`src/rtl/instr_fetch_ctrl_pkg.sv`:
```
// ============================================================
// instr_fetch_ctrl_pkg : shared widths and fetch entry type
// Rev 1.0
// ============================================================
`default_nettype none

package instr_fetch_ctrl_pkg;
  localparam int          ADDR_W       = 16;
  localparam int          INSTR_W      = 16;
  localparam int          INSTR_BYTES  = 2;
  localparam logic [15:0] RESET_VECTOR = 16'h0000;

  typedef struct packed {
    logic [INSTR_W-1:0] instr;
    logic [ADDR_W-1:0]  pc;
  } fetch_entry_t;
endpackage

`default_nettype wire

```
`src/rtl/instr_fetch_ctrl_if.sv`:
```
// ============================================================
// instr_fetch_ctrl_if : ROM, decode, redirect and halt signals
// Rev 1.0
// ============================================================
`default_nettype none

interface instr_fetch_ctrl_if;
  import instr_fetch_ctrl_pkg::*;

  logic [ADDR_W-1:0]  mem_addr;
  logic [INSTR_W-1:0] mem_instr;
  logic               out_valid;
  logic               out_ready;
  logic [INSTR_W-1:0] out_instr;
  logic [ADDR_W-1:0]  out_pc;
  logic               redirect_valid;
  logic [ADDR_W-1:0]  redirect_pc;
  logic               halt;
  logic [15:0]        fetch_cnt;

  modport master (
    output mem_addr, out_valid, out_instr, out_pc, fetch_cnt,
    input  mem_instr, out_ready, redirect_valid, redirect_pc, halt
  );

  modport slave (
    input  mem_addr, out_valid, out_instr, out_pc, fetch_cnt,
    output mem_instr, out_ready, redirect_valid, redirect_pc, halt
  );
endinterface

`default_nettype wire

```
`src/rtl/instr_fetch_ctrl_fetch_fifo.sv`:
```
// ============================================================
// fetch_fifo : synchronous prefetch FIFO, flush beats push
// Rev 1.0
// ============================================================
`default_nettype none

module fetch_fifo
  import instr_fetch_ctrl_pkg::*;
#(
  parameter int DEPTH = 2
) (
  input  wire logic         clk,
  input  wire logic         rst,
  input  wire logic         i_push,
  input  wire logic         i_pop,
  input  wire logic         i_flush,
  input  wire fetch_entry_t i_wdata,
  output fetch_entry_t      o_rdata,
  output logic              o_full,
  output logic              o_empty
);
  localparam int PTR_W = (DEPTH > 1) ? $clog2(DEPTH) : 1;
  localparam int CNT_W = $clog2(DEPTH) + 1;
  localparam logic [CNT_W-1:0] C_DEPTH = CNT_W'(DEPTH);

  fetch_entry_t     r_mem [DEPTH];
  logic [PTR_W-1:0] r_wr_ptr;
  logic [PTR_W-1:0] r_rd_ptr;
  logic [CNT_W-1:0] r_count;
  logic             w_wr;
  logic             w_rd;

  assign o_full  = (r_count == C_DEPTH);
  assign o_empty = (r_count == '0);
  assign o_rdata = r_mem[r_rd_ptr];
  assign w_wr    = i_push & ~i_flush;
  assign w_rd    = i_pop & ~o_empty & ~i_flush;

  // Storage is cleared too so the head reads as zero straight out of reset.
  always_ff @(posedge clk or posedge rst) begin
    if (rst) begin
      for (int i = 0; i < DEPTH; i++) r_mem[i] <= '0;
      r_wr_ptr <= '0;
      r_rd_ptr <= '0;
      r_count  <= '0;
    end else if (i_flush) begin
      r_wr_ptr <= '0;
      r_rd_ptr <= '0;
      r_count  <= '0;
    end else begin
      if (w_wr) begin
        r_mem[r_wr_ptr] <= i_wdata;
        r_wr_ptr        <= r_wr_ptr + 1'b1;
      end
      if (w_rd) r_rd_ptr <= r_rd_ptr + 1'b1;
      case ({w_wr, w_rd})
        2'b10:   r_count <= r_count + 1'b1;
        2'b01:   r_count <= r_count - 1'b1;
        default: r_count <= r_count;
      endcase
    end
  end
endmodule

`default_nettype wire

```
`src/rtl/instr_fetch_ctrl.sv`:
```
// ============================================================
// instr_fetch_ctrl : PC sequencer feeding decode via prefetch FIFO
// Rev 1.0
// ============================================================
`default_nettype none

module instr_fetch_ctrl #(
  parameter int          DEPTH        = 2,
  parameter logic [15:0] RESET_VECTOR = instr_fetch_ctrl_pkg::RESET_VECTOR,
  parameter int          INSTR_W      = 16
) (
  input  wire logic          clk,
  input  wire logic          rst,
  instr_fetch_ctrl_if.master bus
);
  import instr_fetch_ctrl_pkg::fetch_entry_t;
  import instr_fetch_ctrl_pkg::INSTR_BYTES;

  logic [15:0]        r_pc;
  logic [15:0]        r_fetch_cnt;
  logic [INSTR_W-1:0] w_instr;
  logic               w_full;
  logic               w_empty;
  logic               w_pop;
  logic               w_push;
  fetch_entry_t       w_wdata;
  fetch_entry_t       w_head;

  assign w_instr = bus.mem_instr;
  assign w_pop   = ~w_empty & bus.out_ready;
  assign w_push  = ~bus.redirect_valid & ~bus.halt & (~w_full | w_pop);
  assign w_wdata = '{instr: w_instr, pc: r_pc};

  fetch_fifo #(.DEPTH(DEPTH)) u_fifo (
    .clk     (clk),
    .rst     (rst),
    .i_push  (w_push),
    .i_pop   (w_pop),
    .i_flush (bus.redirect_valid),
    .i_wdata (w_wdata),
    .o_rdata (w_head),
    .o_full  (w_full),
    .o_empty (w_empty)
  );

  // Redirect wins over sequential advance; halt simply suppresses the push.
  always_ff @(posedge clk or posedge rst) begin
    if (rst) begin
      r_pc <= {RESET_VECTOR[15:1], 1'b0};
    end else if (bus.redirect_valid) begin
      r_pc <= {bus.redirect_pc[15:1], 1'b0};
    end else if (w_push) begin
      r_pc <= r_pc + 16'(INSTR_BYTES);
    end
  end

  always_ff @(posedge clk or posedge rst) begin
    if (rst) begin
      r_fetch_cnt <= '0;
    end else if (w_push && (r_fetch_cnt != 16'hFFFF)) begin
      r_fetch_cnt <= r_fetch_cnt + 16'd1;
    end
  end

  assign bus.mem_addr  = r_pc;
  assign bus.out_valid = ~w_empty;
  assign bus.out_instr = w_head.instr;
  assign bus.out_pc    = w_head.pc;
  assign bus.fetch_cnt = r_fetch_cnt;
endmodule

`default_nettype wire

```
`src/flat_wrapper.sv`:
```
// flat-port wrapper written by rule: the top's interface ports become plain ports
module instr_fetch_ctrl_flat import instr_fetch_ctrl_pkg::fetch_entry_t; import instr_fetch_ctrl_pkg::INSTR_BYTES;
#(
  parameter int          DEPTH        = 2,
  parameter logic [15:0] RESET_VECTOR = instr_fetch_ctrl_pkg::RESET_VECTOR,
  parameter int          INSTR_W      = 16
)
  (clk, rst, bus_mem_addr, bus_out_valid, bus_out_instr, bus_out_pc, bus_fetch_cnt, bus_mem_instr, bus_out_ready, bus_redirect_valid, bus_redirect_pc, bus_halt);
  instr_fetch_ctrl_if bus_i ();
  input  wire logic clk;
  input  wire logic rst;
  output wire logic [$bits(bus_i.mem_addr)-1:0] bus_mem_addr;
  output wire logic [$bits(bus_i.out_valid)-1:0] bus_out_valid;
  output wire logic [$bits(bus_i.out_instr)-1:0] bus_out_instr;
  output wire logic [$bits(bus_i.out_pc)-1:0] bus_out_pc;
  output wire logic [$bits(bus_i.fetch_cnt)-1:0] bus_fetch_cnt;
  input wire logic [$bits(bus_i.mem_instr)-1:0] bus_mem_instr;
  input wire logic [$bits(bus_i.out_ready)-1:0] bus_out_ready;
  input wire logic [$bits(bus_i.redirect_valid)-1:0] bus_redirect_valid;
  input wire logic [$bits(bus_i.redirect_pc)-1:0] bus_redirect_pc;
  input wire logic [$bits(bus_i.halt)-1:0] bus_halt;
  assign bus_mem_addr = bus_i.mem_addr;
  assign bus_out_valid = bus_i.out_valid;
  assign bus_out_instr = bus_i.out_instr;
  assign bus_out_pc = bus_i.out_pc;
  assign bus_fetch_cnt = bus_i.fetch_cnt;
  assign bus_i.mem_instr = bus_mem_instr;
  assign bus_i.out_ready = bus_out_ready;
  assign bus_i.redirect_valid = bus_redirect_valid;
  assign bus_i.redirect_pc = bus_redirect_pc;
  assign bus_i.halt = bus_halt;
  instr_fetch_ctrl #(.DEPTH(DEPTH), .RESET_VECTOR(RESET_VECTOR), .INSTR_W(INSTR_W)) u_core (.clk(clk), .rst(rst), .bus(bus_i));
endmodule
```
`config.mk`:
```
export PLATFORM = sky130hd
export DESIGN_NAME = instr_fetch_ctrl_flat
export DESIGN_NICKNAME = d
export VERILOG_FILES = /design/src/rtl/instr_fetch_ctrl_pkg.sv /design/src/rtl/instr_fetch_ctrl_if.sv /design/src/rtl/instr_fetch_ctrl_fetch_fifo.sv /design/src/rtl/instr_fetch_ctrl.sv /design/src/flat_wrapper.sv
export SDC_FILE = /design/constraint.sdc
export NUM_CORES = 1
export LEC_CHECK = 0
export ABC_CLOCK_PERIOD_IN_PS = 4670
export BUFFER_PORTS_ARGS = -buffer_cell sky130_fd_sc_hd__buf_2
export CORE_MARGIN = 1
export CORE_UTILIZATION = 45
export DETAILED_ROUTE_END_ITERATION = 7
export PLACE_DENSITY = 0.68
export REMOVE_ABC_BUFFERS = 1
export SKIP_CTS_REPAIR_TIMING = 1
export SLEW_MARGIN = 40
export SYNTH_ARGS = -nofsm -noshare
export SYNTH_HDL_FRONTEND = slang
export SYNTH_SLANG_ARGS = --single-unit
```
`constraint.sdc`:
```
create_clock -name clk -period 4.67 [get_ports clk]
set_input_delay 0 -clock clk [delete_from_list [all_inputs] [get_ports clk]]
set_output_delay 0 -clock clk [all_outputs]
set_load 0.1 [all_outputs]
```
======== Yosys cells after proc, flatten, opt, wreduce, memory -nomap -nowiden ========
Index checks and enable logic that the tools add are counted.
cells by class
  $add $sub $neg .......................... 6
  equal/unequal tests ..................... 4
  reduce and logical (&&, ||, !) cells .... 8
  bitwise logic cells ..................... 13
  multiplexer cells ....................... 14
  order comparisons ....................... 3
operators with widths
  operator                 number
  $mux W32                 4
  $bwmux W64               1
  $demux W32 S1            1
  $mux W16                 2
  $add A16 B1 Y16 const B  1
  $add A16 B2 Y16 const B  1
  $ne A16 B16 Y1 const B   1
  $and A1 B1 Y1            6
  $reduce_bool A2 Y1       3
  $eq A2 B2 Y1 const B     2
  $ge A2 B2 Y1 const B     2
  $mux W1                  4
  $not A1 Y1               4
  $not A1 Y2               2
  $pmux W2 S2              1
  $reduce_bool A3 Y1       1
  $add A1 B1 Y1 const B    2
  $add A2 B1 Y2 const B    1
  $eq A2 B1 Y1 const B     1
  $logic_and A1 B1 Y1      2
  $logic_not A2 Y1         1
  $lt A2 B1 Y1 const B     1
  $mux W2                  1
  $reduce_and A2 Y1        1
  2 further kinds          2
storage, ports and cells
  output and inout bits ................... 65
  register bits ........................... 100
  bits of input ports ..................... 37
  word-level logic and storage cells ...... 57

======== Depth between registers and ports, before layout ========
Gate-level depths: netlist of the first run.
  word-level depth ........................ 9
  mapped depth ............................ 6
  mapped depth without buffers ............ 5

======== Modules after synthesis ========
A second synthesis of the first run with hierarchy kept.
second synthesis, totals
  cell total of the unflattened synthesis .. 380
  area total of the unflattened synthesis .. 4974.8 um2
modules (own cells, without submodules)
  module            times used  area each (um2)  cells each  sequential area each (um2)
  fetch_fifo        1           3176.8           195         1701.6
  instr_fetch_ctrl  1           1798.0           185         775.7

======== Worst setup path before layout of the first run ========
Ideal clock, no wire load.
  path kind ............................... register to register
  start point ............................. reg u_core.r_fetch_cnt[0], in the netlist u_core.bus.fetch_cnt[0]
  end point ............................... reg u_core.r_fetch_cnt[4], in the netlist u_core.bus.fetch_cnt[4]
  cell stages (with the launch flop) ...... 6
  data arrival time ....................... 2.428 ns
  clock period less this slack ............ 2.554 ns
  path slack .............................. 2.116 ns
  data required time ...................... 4.544 ns
  cells stage by stage .................... dfrtp_1 > ha_1 > or3b_2 > nor2_1 > and3_1 > mux2_2
on the way
  longest elaborated chain between the ends .. 2
  elaborated cells between the ends (all ways) .. 3
ends and longest elaborated chain
  element                                                                  RTL line                source
  from (decl)                                                              instr_fetch_ctrl.sv:20  logic [15:0] r_fetch_cnt;
  from (signal assigned)                                                   instr_fetch_ctrl.sv:61  r_fetch_cnt <= r_fetch_cnt + 16'd1;
  parallel branches: the longest is 2 deep, another holds $add A16 B1 Y16  n/a
Several ways; the timed one is not identified.
A chain may end at the register's enable or synchronous reset.

======== Worst setup path in the final report of the first run ========
  start point ............................. reg u_core.u_fifo.r_count[0]
  end point ............................... reg u_core.u_fifo.r_mem[51] (netlist bit)
on the way
  longest elaborated chain between the ends .. 7
  elaborated cells between the ends (all ways) .. 9
ends and longest elaborated chain
  element                                 RTL line                           source
  from (decl)                             instr_fetch_ctrl_fetch_fifo.sv:29  logic [CNT_W-1:0] r_count;
  from (signal assigned)                  instr_fetch_ctrl_fetch_fifo.sv:57  2'b10: r_count <= r_count + 1'b1;
  from (signal assigned)                  instr_fetch_ctrl_fetch_fifo.sv:58  2'b01: r_count <= r_count - 1'b1;
  from (signal assigned)                  instr_fetch_ctrl_fetch_fifo.sv:59  default: r_count <= r_count;
  $logic_not A2 Y1                        instr_fetch_ctrl_fetch_fifo.sv:34  assign o_empty = (r_count == '0);
  $not A1 Y1                              instr_fetch_ctrl.sv:30             assign w_pop = ~w_empty & bus.out_ready;
  $and A1 B1 Y1                           instr_fetch_ctrl.sv:30
  $or A1 B1 Y1 (*)                        instr_fetch_ctrl.sv:31             assign w_push = ~bus.redirect_valid & ~bus.halt & (~w_full | w_pop);
  $and A1 B1 Y1 (*)                       instr_fetch_ctrl.sv:31
  $and A1 B1 Y1 (*)                       instr_fetch_ctrl_fetch_fifo.sv:36  assign w_wr = i_push & ~i_flush;
  $reduce_and A2 Y1 (no source line) (*)  n/a
  to (signal, indexed assignment)         instr_fetch_ctrl_fetch_fifo.sv:52  r_mem[r_wr_ptr] <= i_wdata;
  to (decl)                               instr_fetch_ctrl_fetch_fifo.sv:26  fetch_entry_t r_mem [DEPTH];
Mark *: on every way between the ends. The rest lies on a longest branch, timed or not.

==> metrics.yaml, run 1 <==
grt_pass1_vias: 3114
synth-simple-area-share: 0.129
core_um2: 9860
status: "finished clean"
die_h_um: 103
syn-mean-instance-area_um2: 12.4
num_antenna_cells: 0
synth_fa_ha_area_frac: 0.00540
yosys-top-cells-count: "dfrtp_1 (97), mux2_2 (97), nand2_1 (22)"
rows: 36
grt_usage: 0.188
setup_tns_ns: 0
rsz0062_at_grt: "no"
grt_max_degree: 57
yosys.area.top_type: "dfrtp_1"
whs_ns: 0.146
crit_path_end_kind: "register"
area_growth_pct: 24.8
ir_worst_vdd_mv: 0.464
grt_first_pass_wirelength_um: 15200
power_density_nw_per_um2: 533
io_pins: 102
hold_end: "u_core.u_fifo.r_count[0]"
htreeDepth: 3
clk_pin_slew_ns: 0.09
crit_family: "simple AND/OR/NAND/NOR gates"
initial_core_util: 0.470
synth_ff_type: "dfrtp_1"
route.detailed.drc: 0
synth_compound_area_frac: 0.0359
fin_skew_ns: 0.00959
synthTopCellsByArea: "dfrtp_1 (52%), mux2_2 (24%), xnor2_1 (2.6%), nand2_1 (1.8%), o21ai_0 (1.7%)"
fmax_ghz: 0.427
hold_viol_final: 0
die_area_um2: 10700
muxShareOfSynthArea: 0.243
netlist_area_um2: 4630
slew_headroom: 0.490
wl_per_cell_um: 15.3
grt_overflow: 0
drive_gt1_frac: 0.443
final_nets: 542
async_flop_share: 1.00
final_antenna_net_count: 0
synth_top_family_by_area: "multiplexers"
worstMarginPinSlew_ns: 0.764
fin_ws_ns: 2.33
criticalPathCategory: "register to register"
wl_um: 9790
dr.pass1.iters: 4
yosys.cell_types.count: 45
setup_violations: 0
synth_xor_area_frac: 0.0359
synth_seq_cells: 97
netlist_instances: 374
via_per_inst: 5.19
die_x_um: 103
cts_sinks: 97
startpoint: "u_core.u_fifo.r_count[0]"
arrival_ns: 2.60
io_buffers: 98
vias: 3325
dp_hpwl_um: 6430
cts_tree: "done"
grt_antenna_before_repair: 0
yosysTopAreaCellShare: 0.524
ys_seq_area_frac: 0.524
final_max_slew_viol_count: 0
critPathBufInv: 2
cts_root_buf: "clkbuf_8"
critPathMaxStageDelay_ns: 0.68
cp_cell_sequence: "nor3b_4 -> or3_1 -> nor2_4 -> buf_8 -> buf_16 -> mux2_2"
min_path_type: "input pin to register"
numCtsBuffers: 9
holdPathStages: 3
drt-initial-drc-count: 80
min_from: "bus_halt"
timing.rr.end: "u_core.u_fifo.r_mem[51]"
cp.required_ns: 4.93
place_congestion: 0.784
clk_path_buf_depth: 2
fin_crit_sh: 0.501
r2r_cells: 6
clk_latency_ns: 0.36
cp-start-kind: "register"
synth_warnings: 0
placed_area_um2: 5260
r2r-start: "u_core.u_fifo.r_count[0]"
design_area_um2: 5780
cp_slowest_cell: "nor3b_4"
finalCriticalPeriod_ns: 2.34
synth_edf_count: 0
p_leak_nw: 2.62
worstPathMaxFanout: 18
ff2ff_setup_slack_ns: 2.33
pre_cts_slack_ns: 2.38
maxCapViolations: 0
-- tightest hold or removal path, stage by stage --
cell and delay, ns:
buf_2 0.20, a31oi_1 0.20, a21oi_1 0.08
-- sequential cells by signal (all words and copies together), names as in the netlist --
| signal | flops |
|---|---|
| u_core.bus.fetch_cnt | 16 |
| u_core.u_fifo.r_mem | 62 |
| u_core.bus.mem_addr | 15 |
| u_core.u_fifo.r_rd_ptr | 1 |
| u_core.u_fifo.r_count | 2 |
| u_core.u_fifo.r_wr_ptr | 1 |
-- per-stage QoR --
step	power, mW	instances	utilization
floorplan	2.36	356	-
global placement	2.53	590	0.529
detailed placement	2.57	592	0.533
CTS	3.09	608	0.553
global route	3.22	641	0.586
finish	3.08	641	0.586
-- power by group --
| part | switching [mW] | internal [mW] |
|---|---|---|
| combinational | 1.05 | 0.347 |
| clock | 0.292 | 0.226 |
| sequential | 0.131 | 1.03 |
| total | 1.48 | 1.60 |
-- layout by cell type, fill, tap and decap left out, types with 2 or more instances in the layout --
master         instances
and4_1                 2
nor3b_1                3
dfrtp_1               97
and3_1                 5
a221o_1                3
nor3_1                 4
buf_2                 98
or3_1                  2
conb_1                 2
nand2b_1               2
mux2_2                97
o21ai_0               16
nand4_1                7
inv_1                  6
nor2b_1                4
xnor2_1               14
clkinv_4               2
nor4_1                 8
dlygate4sd3_1         33
xor2_1                 5
nor2_1                13
o31ai_1                2
and2_1                 3
or2_2                  2
nand3_1               12
a21oi_1                2
buf_4                  3
a31oi_1                2
ha_1                   2
mux2i_1                2
or4_1                  3
nand2_1               22
clkbuf_8              11
-- cells by family (layout without fill, tap and decap cells) --
family / count (synthesis) / after routing
AO/OA/AOI/OAI: 27 / 27
XOR/XNOR: 19 / 19
adder cells (fa/ha/maj): 2 / 2
buffers and inverters: 26 / 159
flip-flops: 97 / 97
multiplexers: 100 / 100
other: 1 / 2
AND/OR/NAND/NOR: 102 / 102
-- worst max-delay path by stage --
stage | to | slack, ns | cells past startpoint
2_1_floorplan | u_core.bus.fetch_cnt[4] | 2.12 | 5
3_3_place_gp | u_core.u_fifo.r_mem[56] | 2.15 | 4
3_5_place_dp | u_core.u_fifo.r_mem[52] | 2.38 | 6
4_1_cts | u_core.u_fifo.r_mem[29] | 2.35 | 5
5_1_grt | u_core.u_fifo.r_mem[12] | 2.16 | 5
6_report | u_core.u_fifo.r_mem[51] | 2.33 | 6
-- routing by layer --
metal,wire length (um),global-route usage,vias to the layer above
li1,-,-,1598
met3,432,0.0356,11
met2,4620,0.306,79
met5,0,0,-
met1,4580,0.244,1637
met4,157,0.0823,0
-- area by class of cell --
class	instances	area, um^2
Timing Repair Buffer	136	886
Clock inverter	5	38.8
Tap cell	133	166
Inverter	7	28.8
Fill cell	810	4080
Clock buffer	11	151
Multi-Input combinational cell	252	2080
Sequential cell	97	2430
Power figures use the tool's default switching activity.
==> inputs of run 2 (changes only) <==
--- a/config.mk
+++ b/config.mk
@@ -5,12 +5,13 @@
 export SDC_FILE = /design/constraint.sdc
 export NUM_CORES = 1
 export LEC_CHECK = 0
-export ABC_CLOCK_PERIOD_IN_PS = 4670
+export ABC_AREA = 1
+export ABC_CLOCK_PERIOD_IN_PS = 2000
 export BUFFER_PORTS_ARGS = -buffer_cell sky130_fd_sc_hd__buf_2
 export CORE_MARGIN = 1
 export CORE_UTILIZATION = 45
 export DETAILED_ROUTE_END_ITERATION = 7
-export PLACE_DENSITY = 0.68
+export PLACE_DENSITY = 0.7
 export REMOVE_ABC_BUFFERS = 1
 export SKIP_CTS_REPAIR_TIMING = 1
 export SLEW_MARGIN = 40
==> constraint.sdc (replaced) <==
create_clock -name clk -period 2 [get_ports clk]
set_input_delay 0 -clock clk [delete_from_list [all_inputs] [get_ports clk]]
set_output_delay 0 -clock clk [all_outputs]
set_load 0.1 [all_outputs]
==> run 2 against run 1 <==
  * The flow now finishes with violations (hold timing)
  * Core utilization is 1.2 points lower
  * Area after synthesis is 5.8% higher
  * Non-clock buffer count is 2 higher
  * Wire length is 22% higher
  * Worst setup slack worse by 2.1 ns
  * Critical path type is now register to output pin
==> metrics.yaml, run 2 <==
status: "finished, violations left"  # was finished clean
failed_checks: "hold timing"
dr.pass1.iters: 5  # was 4
ir_worst_vdd_mv: 1.12  # was 0.464 mV
yosys-top-cells-count: "nand2_1 (291), dfrtp_1 (97), o21ai_0 (74)"  # was dfrtp_1 (97), mux2_2 (97), nand2_1 (22)
fin_crit_sh: 0.894
clk_path_buf_depth: 2  # unchanged
synthTopCellsByArea: "dfrtp_1 (50%), nand2_1 (22%), o21ai_0 (7.6%), inv_1 (4.1%), nand3_1 (2.7%)"  # was dfrtp_1 (52%), mux2_2 (24%), xnor2_1 (2.6%), nand2_1 (1.8%), o21ai_0 (1.7%)
layout_commonest_cell: "nand2_1"  # was buf_2
cp_slowest_cell: "dfrtp_1"  # was nor3b_4
worstMarginPinSlew_ns: 0.614  # was 0.764 ns
numCtsBuffers: 9  # unchanged
synth_edf_count: 0  # unchanged
synth_warnings: 0  # unchanged
criticalPathCategory: "register to output pin"  # was register to register
cts_root_buf: "clkbuf_8"  # unchanged
worstPathMaxFanout: 28  # was 18
r2r-start: "u_core.u_fifo.r_count[0]"  # unchanged
crit_path_end_kind: "output pin"  # was register
ff2ff_setup_slack_ns: 0.25  # was 2.33 ns
yosys.cell_types.count: 31  # was 45
die_x_um: 106  # was 103 um
wl_um: 12000  # was 9790 um
syn-mean-instance-area_um2: 7.50  # was 12.4 um^2
yosysTopAreaCellShare: 0.495  # was 0.524
hold_end: "u_core.bus.mem_addr[11]"  # was u_core.u_fifo.r_count[0]
synth.most_common_cell: "nand2_1"
largest_register_ffs: 62  # unchanged
cp-start-kind: "register"  # unchanged
via_per_inst: 4.94  # was 5.19
drt-initial-drc-count: 247  # was 80
io_buffers: 98  # unchanged
setup_violations: 0  # unchanged
slew_headroom: 0.591  # was 0.490
rows: 37  # was 36
grt_overflow: 0  # unchanged
hold_viol_final: 1  # was 0
grt_usage: 0.222  # was 0.188
grt_max_degree: 64  # was 57
yosys.area.top_type: "dfrtp_1"  # unchanged
cts_sinks: 97  # unchanged
power_mw: 7.07  # was 3.08 mW
route.detailed.drc: 0  # unchanged
netlist_instances: 653  # was 374
die_h_um: 106  # was 103 um
fmax_ghz: 0.559
timing.rr.end: "u_core.u_fifo.r_mem[35]"  # was u_core.u_fifo.r_mem[51]
num_antenna_cells: 0  # unchanged
synth_ff_type: "dfrtp_1"  # unchanged
layout_common_cells: "nand2_1 (291), buf_2 (98), dfrtp_1 (97), o21ai_0 (74), inv_1 (52)"  # was buf_2 (98), mux2_2 (97), dfrtp_1 (97), dlygate4sd3_1 (33), nand2_1 (22)
rsz0062_at_grt: "no"  # unchanged
placed_area_um2: 5490  # was 5260 um^2
clk_latency_ns: 0.35  # was 0.36 ns
place_congestion: 0.867  # was 0.784
die_area_um2: 11300  # was 10700 um^2
cp.required_ns: 2.00  # was 4.93 ns
io_pins: 102  # unchanged
critPathMostFrequentCell: "nand2_1"
regMostFlops: "u_core.u_fifo.r_mem"  # unchanged
critPathMaxStageDelay_ns: 0.45  # was 0.68 ns
min_path_type: "input pin to register"  # unchanged
grt_antenna_before_repair: 0  # unchanged
fin_util: 0.575  # was 0.586
min_from: "bus_redirect_pc[11]"  # was bus_halt
dp_hpwl_um: 8190  # was 6430 um
maxCapViolations: 0  # unchanged
fin_skew_ns: 0.0109  # was 0.00959 ns
r2r_cells: 6  # unchanged
final_nets: 817  # was 542
whs_ns: -0.0372  # was 0.146 ns
initial_core_util: 0.468  # was 0.470
area_growth_pct: 22.7  # was 24.8%
final_antenna_net_count: 0  # unchanged
core_um2: 10500  # was 9860 um^2
cp_cell_sequence: "buf_4 -> nand2_1 -> nand2_1 -> buf_2"  # was nor3b_4 -> or3_1 -> nor2_4 -> buf_8 -> buf_16 -> mux2_2
async_flop_share: 1.00  # unchanged
ys_seq_area_frac: 0.495  # was 0.524
cts_tree: "done"  # unchanged
final_max_slew_viol_count: 0  # unchanged
design_area_um2: 6010  # was 5780 um^2
wl_per_cell_um: 13.0  # was 15.3 um
grt_first_pass_wirelength_um: 20000  # was 15200 um
synth_seq_cells: 97  # unchanged
power_density_nw_per_um2: 1180  # was 533 nW/um^2
p_leak_nw: 3.17  # was 2.62 nW
htreeDepth: 3  # unchanged
grt_pass1_vias: 4264  # was 3114
holdPathStages: 5  # was 3
clk_pin_slew_ns: 0.09  # about the same
drive_gt1_frac: 0.179  # was 0.443
vias: 4541  # was 3325
netlist_area_um2: 4900  # was 4630 um^2
finalCriticalPeriod_ns: 1.79
arrival_ns: 1.79  # was 2.60 ns
==> run 2: cell count changes after synthesis, sizes merged, moves of 5 or more <==
cell	previous run	this run
nand3	12	29
inv	7	55
nor2	14	36
o21ai	16	78
clkbuf	6	13
mux2	98	0
xnor2	14	7
nand2	22	296
nor4	8	0
and3	5	0
==> run 2: cells by family (layout without fill, tap and decap cells) <==
family          Yosys count  after routing  synth area share
simple gates            374            374             0.312
xor+xnor                 11             11            0.0197
fa+ha+maj                 2              2           0.00511
compound gates           88             88            0.0945
buf+inv                  80            209            0.0730
other cells               1              2          0.000765
flops                    97             97             0.495
==> run 2: power breakdown <==
| group | internal [mW] | total, mW | switching, mW |
|---|---|---|---|
| registers | 2.37 | 2.67 | 0.302 |
| logic | 0.566 | 3.08 | 2.52 |
| clock network | 0.605 | 1.32 | 0.720 |
| total | 3.54 | 7.07 | 3.54 |
==> run 2: area by class of cell <==
cell class                 instances  area [um^2]
tap                              136          170
timing repair buffer             138          868
fill                             974         4450
clock buffer                       9          124
sequential                        97         2430
clock inverter                     7         86.3
inverter                          55          214
multi-input combinational        477         2120
==> run 2: how the worst max path moves through the flow <==
stage / slack (ns) / start / cells past startpoint / endpoint
floorplan: -0.53 / rst / 1 / u_core.bus.fetch_cnt[0]
global placement: 0.21 / u_core.bus.fetch_cnt[1] / 8 / u_core.bus.fetch_cnt[15]
detailed placement: 0.08 / u_core.bus.fetch_cnt[1] / 8 / u_core.bus.fetch_cnt[3]
CTS: 0.06 / u_core.bus.fetch_cnt[1] / 8 / u_core.bus.fetch_cnt[3]
global route: 0.08 / u_core.u_fifo.r_count[0] / 6 / u_core.u_fifo.r_mem[33]
finish: 0.21 / u_core.u_fifo.r_rd_ptr / 4 / bus_out_pc[10]
==> run 2: routing by layer <==
layer  global-route usage  vias up  part of all wire
met4               0.0605        0            0.0089
met2                0.374      119              0.48
li1                     -     2296                 -
met1                0.289     2118              0.46
met3               0.0435        8             0.046
met5                    0        -                 0
==> run 2: worst max-delay path: cells and delay by family, from the launching register on <==
| family | cells | cell delay (ns) |
|---|---|---|
| buf+inv | 2 | 0.79 |
| flops | 1 | 0.45 |
| simple gates | 2 | 0.18 |
==> run 2: through the flow <==
step                worst slack [ns]  TNS (ns)  instances
floorplan                     -0.534    -54.86        629
global placement               0.214         0        872
detailed placement            0.0826         0        872
CTS                           0.0611         0        888
global route                  0.0767         0        919
finish                         0.212         0        919
